<file path="src/rtl/uart_pkg.sv">
// Shared UART types and helpers: parity modes, transmitter FSM states,
// parity computation and the bit-period divisor.
package uart_pkg;

    localparam int MAX_DATA_BITS = 9;

    typedef enum logic [1:0] {
        PAR_NONE = 2'd0,
        PAR_EVEN = 2'd1,
        PAR_ODD  = 2'd2
    } uart_parity_e;

    typedef enum logic [2:0] {
        ST_IDLE   = 3'd0,
        ST_START  = 3'd1,
        ST_DATA   = 3'd2,
        ST_PARITY = 3'd3,
        ST_STOP   = 3'd4
    } uart_tx_state_e;

    // Data narrower than MAX_DATA_BITS is zero-extended, which leaves the XOR unchanged.
    function automatic logic uart_parity(input logic [MAX_DATA_BITS-1:0] data,
                                         input uart_parity_e             mode);
        case (mode)
            PAR_EVEN: return ^data;
            PAR_ODD:  return ~^data;
            default:  return 1'b0;
        endcase
    endfunction

    function automatic int uart_div(input int fclk, input int baud);
        return fclk / baud;
    endfunction

endpackage

</file>
<file path="src/rtl/uart_baud_cnt.sv">
// Bit-period down-counter: reloads DIV-1 on load or after reaching zero,
// and ticks during the last cycle of every bit period.
module uart_baud_cnt #(
    parameter int DIV = 868
) (
    input  logic clk,
    input  logic rst,
    input  logic load,
    output logic tick
);

    localparam int W = (DIV > 1) ? $clog2(DIV) : 1;

    logic [W-1:0] cnt;

    // NOTE: sequential state is assigned with <= so every flop samples pre-edge values.
    always_ff @(posedge clk) begin
        if (rst) begin
            cnt <= '0;
        end else if (load || cnt == '0) begin
            cnt <= W'(DIV - 1);
        end else begin
            cnt <= cnt - 1'b1;
        end
    end

    assign tick = (cnt == '0);

endmodule

</file>
<file path="src/rtl/uart_tx_cfg.sv">
// Configurable UART transmitter (5..9 data bits, none/even/odd parity, 1 or 2
// stop bits) with a one-word holding register for gap-free back-to-back frames.
module uart_tx_cfg
    import uart_pkg::*;
#(
    parameter int FCLK      = 100_000_000,
    parameter int BAUD      = 115_200,
    parameter int DATA_BITS = 8,
    parameter int PARITY    = 0,
    parameter int STOP_BITS = 1
) (
    input  logic                 clk,
    input  logic                 rst,
    input  logic [DATA_BITS-1:0] tx_data,
    input  logic                 tx_valid,
    output logic                 tx_ready,
    output logic                 tx,
    output logic                 idle
);

    localparam int           DIV      = uart_div(FCLK, BAUD);
    localparam int           BCW      = $clog2(DATA_BITS);
    localparam uart_parity_e PAR_MODE = uart_parity_e'(2'(PARITY));

    if (DIV < 2) begin : g_bad_div
        $error("uart_tx_cfg: FCLK/BAUD must be at least 2");
    end
    if (DATA_BITS < 5 || DATA_BITS > MAX_DATA_BITS) begin : g_bad_data_bits
        $error("uart_tx_cfg: DATA_BITS must be 5..9");
    end
    if (PARITY < 0 || PARITY > 2) begin : g_bad_parity
        $error("uart_tx_cfg: PARITY must be 0, 1 or 2");
    end
    if (STOP_BITS != 1 && STOP_BITS != 2) begin : g_bad_stop_bits
        $error("uart_tx_cfg: STOP_BITS must be 1 or 2");
    end

    uart_tx_state_e       state, state_n;
    logic [DATA_BITS-1:0] hold;
    logic                 hold_full;
    logic [DATA_BITS-1:0] shreg, shreg_n;
    logic                 par, par_n;
    logic [BCW-1:0]       bit_cnt, bit_cnt_n;
    logic                 stop_cnt, stop_cnt_n;
    logic                 load_frame;
    logic                 tick;
    logic                 tx_n;
    logic                 handshake;

    assign tx_ready  = ~hold_full;
    assign handshake = tx_valid & tx_ready;
    assign idle      = (state == ST_IDLE) && !hold_full;

    uart_baud_cnt #(
        .DIV (DIV)
    ) u_baud_cnt (
        .clk  (clk),
        .rst  (rst),
        .load (load_frame),
        .tick (tick)
    );

    // NOTE: the data word carries no reset; hold_full alone decides whether it is meaningful.
    always_ff @(posedge clk) begin
        if (handshake) begin
            hold <= tx_data;
        end
    end

    // Load and accept never coincide: loading needs hold_full, accepting needs it clear.
    always_ff @(posedge clk) begin
        if (rst) begin
            hold_full <= 1'b0;
        end else if (load_frame) begin
            hold_full <= 1'b0;
        end else if (handshake) begin
            hold_full <= 1'b1;
        end
    end

    // NOTE: every always_comb output gets a default first, so no path can infer a latch.
    always_comb begin
        state_n    = state;
        shreg_n    = shreg;
        par_n      = par;
        bit_cnt_n  = bit_cnt;
        stop_cnt_n = stop_cnt;
        load_frame = 1'b0;

        case (state)
            ST_IDLE: begin
                if (hold_full) begin
                    load_frame = 1'b1;
                    state_n    = ST_START;
                end
            end
            ST_START: begin
                if (tick) begin
                    state_n   = ST_DATA;
                    bit_cnt_n = '0;
                end
            end
            ST_DATA: begin
                if (tick) begin
                    if (bit_cnt == BCW'(DATA_BITS - 1)) begin
                        state_n    = (PARITY != 0) ? ST_PARITY : ST_STOP;
                        stop_cnt_n = 1'b0;
                    end else begin
                        bit_cnt_n = bit_cnt + 1'b1;
                    end
                end
            end
            ST_PARITY: begin
                if (tick) begin
                    state_n    = ST_STOP;
                    stop_cnt_n = 1'b0;
                end
            end
            ST_STOP: begin
                if (tick) begin
                    if (stop_cnt == 1'(STOP_BITS - 1)) begin
                        if (hold_full) begin
                            load_frame = 1'b1;
                            state_n    = ST_START;
                        end else begin
                            state_n = ST_IDLE;
                        end
                    end else begin
                        stop_cnt_n = 1'b1;
                    end
                end
            end
            default: state_n = ST_IDLE;
        endcase

        if (load_frame) begin
            shreg_n   = hold;
            par_n     = uart_parity(MAX_DATA_BITS'(hold), PAR_MODE);
            bit_cnt_n = '0;
        end

        // tx is registered, so its next value follows the next state.
        case (state_n)
            ST_START:  tx_n = 1'b0;
            ST_DATA:   tx_n = shreg_n[bit_cnt_n];
            ST_PARITY: tx_n = par_n;
            default:   tx_n = 1'b1;
        endcase
    end

    always_ff @(posedge clk) begin
        if (rst) begin
            state    <= ST_IDLE;
            shreg    <= '0;
            par      <= 1'b0;
            bit_cnt  <= '0;
            stop_cnt <= 1'b0;
            tx       <= 1'b1;
        end else begin
            state    <= state_n;
            shreg    <= shreg_n;
            par      <= par_n;
            bit_cnt  <= bit_cnt_n;
            stop_cnt <= stop_cnt_n;
            tx       <= tx_n;
        end
    end

endmodule
</file>
<file path="config.mk">
export PLATFORM = sky130hd
export DESIGN_NAME = uart_tx_cfg
export DESIGN_NICKNAME = d
export VERILOG_FILES = /design/src/rtl/uart_pkg.sv /design/src/rtl/uart_baud_cnt.sv /design/src/rtl/uart_tx_cfg.sv
export SDC_FILE = /design/constraint.sdc
export NUM_CORES = 1
export LEC_CHECK = 0
export ABC_AREA = 0
export BUFFER_PORTS_ARGS = -buffer_cell sky130_fd_sc_hd__buf_4
export CAP_MARGIN = 20
export CORE_MARGIN = 3
export CORE_UTILIZATION = 35
export DETAILED_ROUTE_END_ITERATION = 8
export PLACE_DENSITY = 0.59
export SLEW_MARGIN = 25
export SYNTH_ARGS = -nofsm -noshare
export SYNTH_HDL_FRONTEND = slang
export SYNTH_HIERARCHICAL = 1
export SYNTH_SLANG_ARGS = --single-unit
export TNS_END_PERCENT = 50
</file>
<file path="constraint.sdc">
create_clock -name clk -period 3.3 [get_ports clk]
set_input_delay 0.495 -clock clk [delete_from_list [all_inputs] [get_ports clk]]
set_output_delay 0.495 -clock clk [all_outputs]
set_load 0.005 [all_outputs]
</file>
After elaboration in Yosys (flattened, before gate mapping):

Index checks and enable logic that the tools add are counted.

* bits in registers: 36
* word-level logic and storage cells: 66
* input bits: 11
* output and inout bits: 3

* equal/unequal tests: 12
* add/sub/neg operators: 2
* $lt $le $gt $ge: 1
* reductions and logical operators: 9
* multiplexer cells: 30
* bitwise operators: 2

Operator list (number)
* 2-to-1 mux 3 bit: 11
* case mux 3 bit (5 select lines): 1
* equality test 3 x 2 -> 1 bit, second input constant: 4
* 2-to-1 mux 1 bit: 11
* logical NOT 10 bit: 1
* 2-to-1 mux 10 bit: 1
* subtractor 10 x 1 -> 10 bit, second input constant: 1
* 2-to-1 mux 8 bit: 1
* != test 2 bit, second input constant: 4
* equality test 3 x 1 -> 1 bit, second input constant: 2
* equality test 3 bit, second input constant: 2
* case mux 1 bit (3 select lines): 2
* case mux 3 bit (2 select lines): 1
* AND reduction 5 bit: 1
* < comparator 3 x 4 -> 1 bit, second input constant: 1
* OR reduction 2 bit: 2
* adder 3 x 1 -> 3 bit, second input constant: 1
* binary-select mux 1 bit (select 3 bit): 1
* logical NOT 3 bit: 1
* nonzero test 3 bit: 1
* case mux 1 bit (2 select lines): 1
* AND 1 bit: 1
* logical AND 1 bit: 1
* logical NOT 1 bit: 1
* 2 further kinds: 2

Logic depth before layout (Yosys ltp):

* depth after elaboration: 8
* mapped depth: 13
* depth with buffers taken out: 11

Hierarchy:

Netlist, hierarchy kept.

By module, submodules not included
* uart_tx_cfg: area each 1097.3 um^2, sequential area each 580.6 um^2, instances 1, cells each 107
* uart_baud_cnt: area each 485.5 um^2, sequential area each 200.2 um^2, instances 1, cells each 57

Worst setup path before layout:

Ideal clock, no wire load.

* path kind: register -> register
* start: reg u_baud_cnt.cnt[2]
* end: reg u_baud_cnt.cnt[9]
* clock period less this slack: 3.011 ns
* required time: 3.214 ns
* arrival time: 2.925 ns
* setup slack: 0.289 ns
* stages on the path, launching flop included: 12
* setup time: 0.086 ns
* buffers on the path: 2
* cell sequence: dfxtp_1 -> nor4_1 -> nand2_1 -> nor3_1 -> nor2b_2 -> or3_1 -> buf_6 -> clkinv_8 -> clkbuf_1 -> nor2_1 -> a21o_1 -> a211oi_1

* longest elaborated chain between the ends: 5
* elaborated cells between the ends (all ways): 6
* those cells by class: add/sub (1); mux (3); reduce/logical (2)

Ends and longest elaborated chain
* start, declared: RTL line uart_baud_cnt.sv:14 `logic [W-1:0] cnt;`
* start signal, assigned: RTL line uart_baud_cnt.sv:21 `cnt <= W'(DIV - 1);`
* start signal, assigned: RTL line uart_baud_cnt.sv:23 `cnt <= cnt - 1'b1;`
* logical NOT 10 bit: RTL line uart_baud_cnt.sv:27 `assign tick = (cnt == '0);`
* net tick: RTL line uart_tx_cfg.sv:46 `logic tick;`
* 2-to-1 mux 1 bit: RTL line uart_tx_cfg.sv:120 `if (tick) begin`
* case mux 1 bit (2 select lines): RTL line uart_tx_cfg.sv:90 `case (state)`
* net load_frame: RTL line uart_tx_cfg.sv:45 `logic load_frame;`
* logical OR 1 bit: RTL line uart_baud_cnt.sv:20 `end else if (load || cnt == '0) begin`
* 2-to-1 mux 10 bit: RTL line uart_baud_cnt.sv:20

The timed path passes the listed nets, and every way through them passes these cells.
A chain may end at the register's enable or synchronous reset.

Worst setup path in the final report:

* start: reg u_baud_cnt.cnt[2]
* end: reg tx

* longest elaborated chain between the ends: 7
* elaborated cells between the ends (all ways): 20
* those cells by class: eq/ne (3); mux (16); reduce/logical (1)

Ends and longest elaborated chain
* logical NOT 10 bit (*): RTL line uart_baud_cnt.sv:27
* net tick: RTL line uart_tx_cfg.sv:46
* 2-to-1 mux 1 bit, or another cell as far along: RTL line uart_tx_cfg.sv:120
* case mux 1 bit (2 select lines) or case mux 3 bit (2 select lines) (tied branches): RTL line uart_tx_cfg.sv:90
* 2-to-1 mux 8 bit or 2-to-1 mux 3 bit (tied branches): RTL line uart_tx_cfg.sv:136 `if (load_frame) begin`
* binary-select mux 1 bit (select 3 bit): RTL line uart_tx_cfg.sv:145 `ST_DATA: tx_n = shreg_n[bit_cnt_n];`
* 2-to-1 mux 1 bit (not written as such): RTL line uart_tx_cfg.sv:145
* case mux 1 bit (3 select lines) (*): RTL line uart_tx_cfg.sv:143 `case (state_n)`
* end signal, assigned: RTL line uart_tx_cfg.sv:165 `tx <= tx_n;`
* end, declared: RTL line uart_tx_cfg.sv:17 `output logic tx,`

Mark *: on every way through the listed nets, which the timed path passes. The rest lies on a longest branch. The select of a mux whose other input is x is not followed.

==> out/summary.md <==
Most used flip-flop cell after synthesis: dfxtp_1. CTS saw 35 sinks. The global-route total usage across every layer came out at 11.5%. The final layout contains routed wiring with a total length of 2910 um. The worst hold path belongs to the class in2reg. The tools report the total DRC errors in the routed layout as 0. Worst-case setup slack after placement: 0.375 ns.

The number of gates resized after CTS was 0. Each instance of the synthesized netlist takes up on average 9.65 um2. For the number of buffers inserted during clock tree synthesis, the log shows 5. Global routing consumed, on the met1 layer, 14.8% of the routing resources.

The run gives 1106 as the via count of the first global-routing pass. Setup repair after global routing left no endpoint under its margin. After synthesis, the most frequently instantiated cells are dfxtp_1, nor2_1, nand2_1. Entering global routing, the biggest net connects 24 pins. The number of synthesized flops with an enable pin was 8.

The final-stage net count was 192; the flop and latch count out of synthesis was 35. Counting every instance in the synthesized netlist gives 164. The run gives 0 ns as the total negative setup slack. In this design, the stage delay of the slowest critical-path cell is 0.55 ns. The post-route clock skew came out at 0.00523 ns. Of the cells placed in the final design, the portion with a size suffix greater than 1 is 17.2%.

The maximum resistive drop on vdd is 0.333 mV, and the number of antenna violations at the first check in global routing is 0. The tools report the antenna violation net count after detailed routing as 0. Walking the worst path, the cells encountered are nor4_1 -> buf_4 -> nand2_1 -> nor3_1 -> nor2b_2 -> or3_1 -> clkinv_8 -> mux2_2 -> mux2i_1 -> o32a_1 -> a32oi_1. The first routing iteration left 92 violations.

Setup violations remaining at the end of the flow were counted as 0. The proportion of synthesized flip-flops having asynchronous set or reset works out to 0%. The die covers 5360 um2.

TritonCTS built the clock tree. The tools report the startpoint kind of the worst setup timing path as a flip-flop. Once detailed placement completed, the half-perimeter wirelength came to 2120 um. Startpoint of the worst register-to-register path: u_baud_cnt/cnt[2]$_SDFF_PP0_.

The leakage power was 0.690 nW. The synthesized cell area is 1580 um2, and the CTS clock-pin slew for the worst setup and hold paths is 0.07 ns. The root buffer cell was clkbuf_8.

The last weighted congestion value of the routability-driven placer is 0.825. The most area-hungry cell type in the Yosys netlist is dfxtp_1. For the boundary pin count, the log shows 14. The path type of the worst setup path was reg2reg. The run gives 3.05 ns as the arrival time at the worst endpoint. The shortest clock period the worst path allows after layout came out at 2.89 ns. The worst max-slew margin expressed relative to the limit was 53.9%; the number of buffers inserted for hold repair after clock tree synthesis was 0.

The number of cell instances on the worst register-to-register path works out to 11. Among all cell types in the netlist, the one instantiated most often is dfxtp_1. The first global-routing pass estimated 4770 um of wire. The initial core utilization is 37.9%, and the upper clock frequency limit is 346 MHz.

The slowest stage of the critical path belongs to the cell or3_1. For the max-cap violation count, the log shows 0. Global routing consumed, on the met2 layer, 18.0% of the routing resources. In the post-route analysis, the smallest setup slack over all paths is 0.409 ns. The critical-path maximum fanout came out at 23. Post-CTS timing repair inserted 0 buffers for setup.

Tracing the worst setup path back leads to its startpoint at u_baud_cnt/cnt[2]$_SDFF_PP0_. In this run the core area contains 23 standard-cell rows. The transition time at the pin with the least slew margin was 0.690 ns. Power spread over the standard cell area amounts to 697 nW/um2.

The die is 73.2 um tall. Buffers placed on the I/O ports in this run total 13. The core region is 4170 um2.

The cell count of the worst hold path was 1; the total overflow reported by the global router was 0. Sequential elements use 49.3% of the synthesized area. The logs give 1245 for the total via count after detailed routing and 0.28 ns for the source-to-sink clock delay at the later pin of the worst-skew pair. The critical hold path startpoint is tx_data[1]. The number of distinct standard cells referenced by the synthesized netlist was 46. When the netlist entered floorplanning its net count stood at 177. Proportion of netlist area held by the largest area contributor: 34.2%. After global routing, the most crowded layer is met2.

The hold violation total from the final report was 0; the maximum root-to-sink buffer count was 2. The number of vias per cell after detailed routing was 5.41. The total count of max-transition violations in the final report was 0.

The tools report the total of warnings raised by yosys as 6. The first-pass iteration count of the detailed router was 4. In this run the horizontal extent of the chip is 73.2 um. The H-tree was split into 2 levels. The flow ran to the end, and the final reports show no timing, DRC or antenna violations. Per-cell routed wire length: 12.7 um. The worst setup path is captured at a flip-flop.

By area the synthesized netlist is led by dfxtp_1, edfxtp_1, nor2_1. The fraction of the cycle the final worst path needs was 87.6%; the met3 demand-to-capacity share in global routing was 3.03%. The data required time of the critical path was 3.46 ns. The repair_antennas step left the layout with diodes totalling 0. The synthesis-to-finish area growth came out at 15.3%.
==> path summary, 6_finish.rpt <==
kind	end	slack [ns]
max	tx$_SDFF_PP1_	0.41
min	hold[1]$_DFFE_PP_	0.39
max reg2reg	tx$_SDFF_PP1_	0.41
min reg2reg	shreg[7]$_SDFF_PP0_	0.46
==> area by class of cell <==
type                       instances  area, um2
inverter                           7       38.8
timing repair buffer              15        113
sequential                        35        781
tap                               50       62.6
multi-input combinational        115        727
fill                             389       2350
clock inverter                     1       7.51
clock buffer                       7       96.3
==> power breakdown <==
part           switching (mW)  internal [mW]
Clock                   0.147          0.190
Sequential             0.0671          0.507
Combinational           0.192          0.171
Total                   0.406          0.867
==> metal layers <==
metal / up-vias / routed length (um)
met5: - / 0
li1: 629 / -
met2: 19 / 1300
met4: 0 / 20
met1: 595 / 1490
met3: 2 / 103
==> stage by stage <==
stage	area, um2	util (%)	hold slack (ns)	power (mW)	std cells
final	1830	43.7	0.390	1.27	230
after global placement	1720	41.3	0.450	0.935	222
after global routing	1830	43.7	0.376	1.36	230
after floorplan	1580	-	0.436	0.839	164
after CTS	1830	43.7	0.383	1.28	230
after detailed placement	1720	41.3	0.449	0.946	222
==> layout by cell type, fill, tap and decap left out, types with 2 or more instances in the layout <==
master | netlist | routed
a211oi_1 | 3 | 3
a21o_1 | 2 | 2
a21oi_1 | 10 | 10
a311oi_1 | 3 | 3
a31oi_1 | 3 | 3
a32oi_1 | 2 | 2
buf_4 | 0 | 15
clkbuf_8 | 0 | 7
dfxtp_1 | 27 | 27
edfxtp_1 | 8 | 8
ha_1 | 2 | 2
inv_1 | 6 | 6
mux2_4 | 2 | 2
mux2i_1 | 3 | 3
nand2_1 | 13 | 13
nand2b_1 | 4 | 4
nand3_1 | 5 | 5
nand4_1 | 2 | 2
nor2_1 | 14 | 14
nor2b_1 | 6 | 6
nor3_1 | 5 | 5
nor3b_1 | 2 | 2
nor4_1 | 4 | 4
o21ai_0 | 5 | 5
or2_2 | 2 | 2
or3_1 | 3 | 3
xnor2_1 | 3 | 3
==> kinds of logic (layout without fill, tap and decap cells) <==
family	count (synthesis)	count (layout)	share of synthesized area [%]
simple gates	69	69	23.3
fa+ha+maj	2	2	1.58
compound gates	35	35	14.9
xor+xnor	3	3	1.66
buf+inv	14	30	4.74
mux	6	6	4.51
flops	35	35	49.3
==> worst max-delay path: cells and delay by family, from the launching register on <==
kind / cells / cell delay, ns
and+or+nand+nor: 5 / 1.26
muxes: 2 / 0.51
buffers and inverters: 2 / 0.37
DFF: 1 / 0.36
AOI/OAI and AO/OA: 2 / 0.26
==> registers in the layout, summed over array words and instances, names as in the netlist <==
| register | flops |
|---|---|
| hold | 8 |
| hold_full | 1 |
| shreg | 8 |
| tx | 1 |
| par | 1 |
| bit_cnt | 3 |
| u_baud_cnt/cnt | 10 |
| state | 3 |
Note: power is estimated with default switching activity, not from simulation.
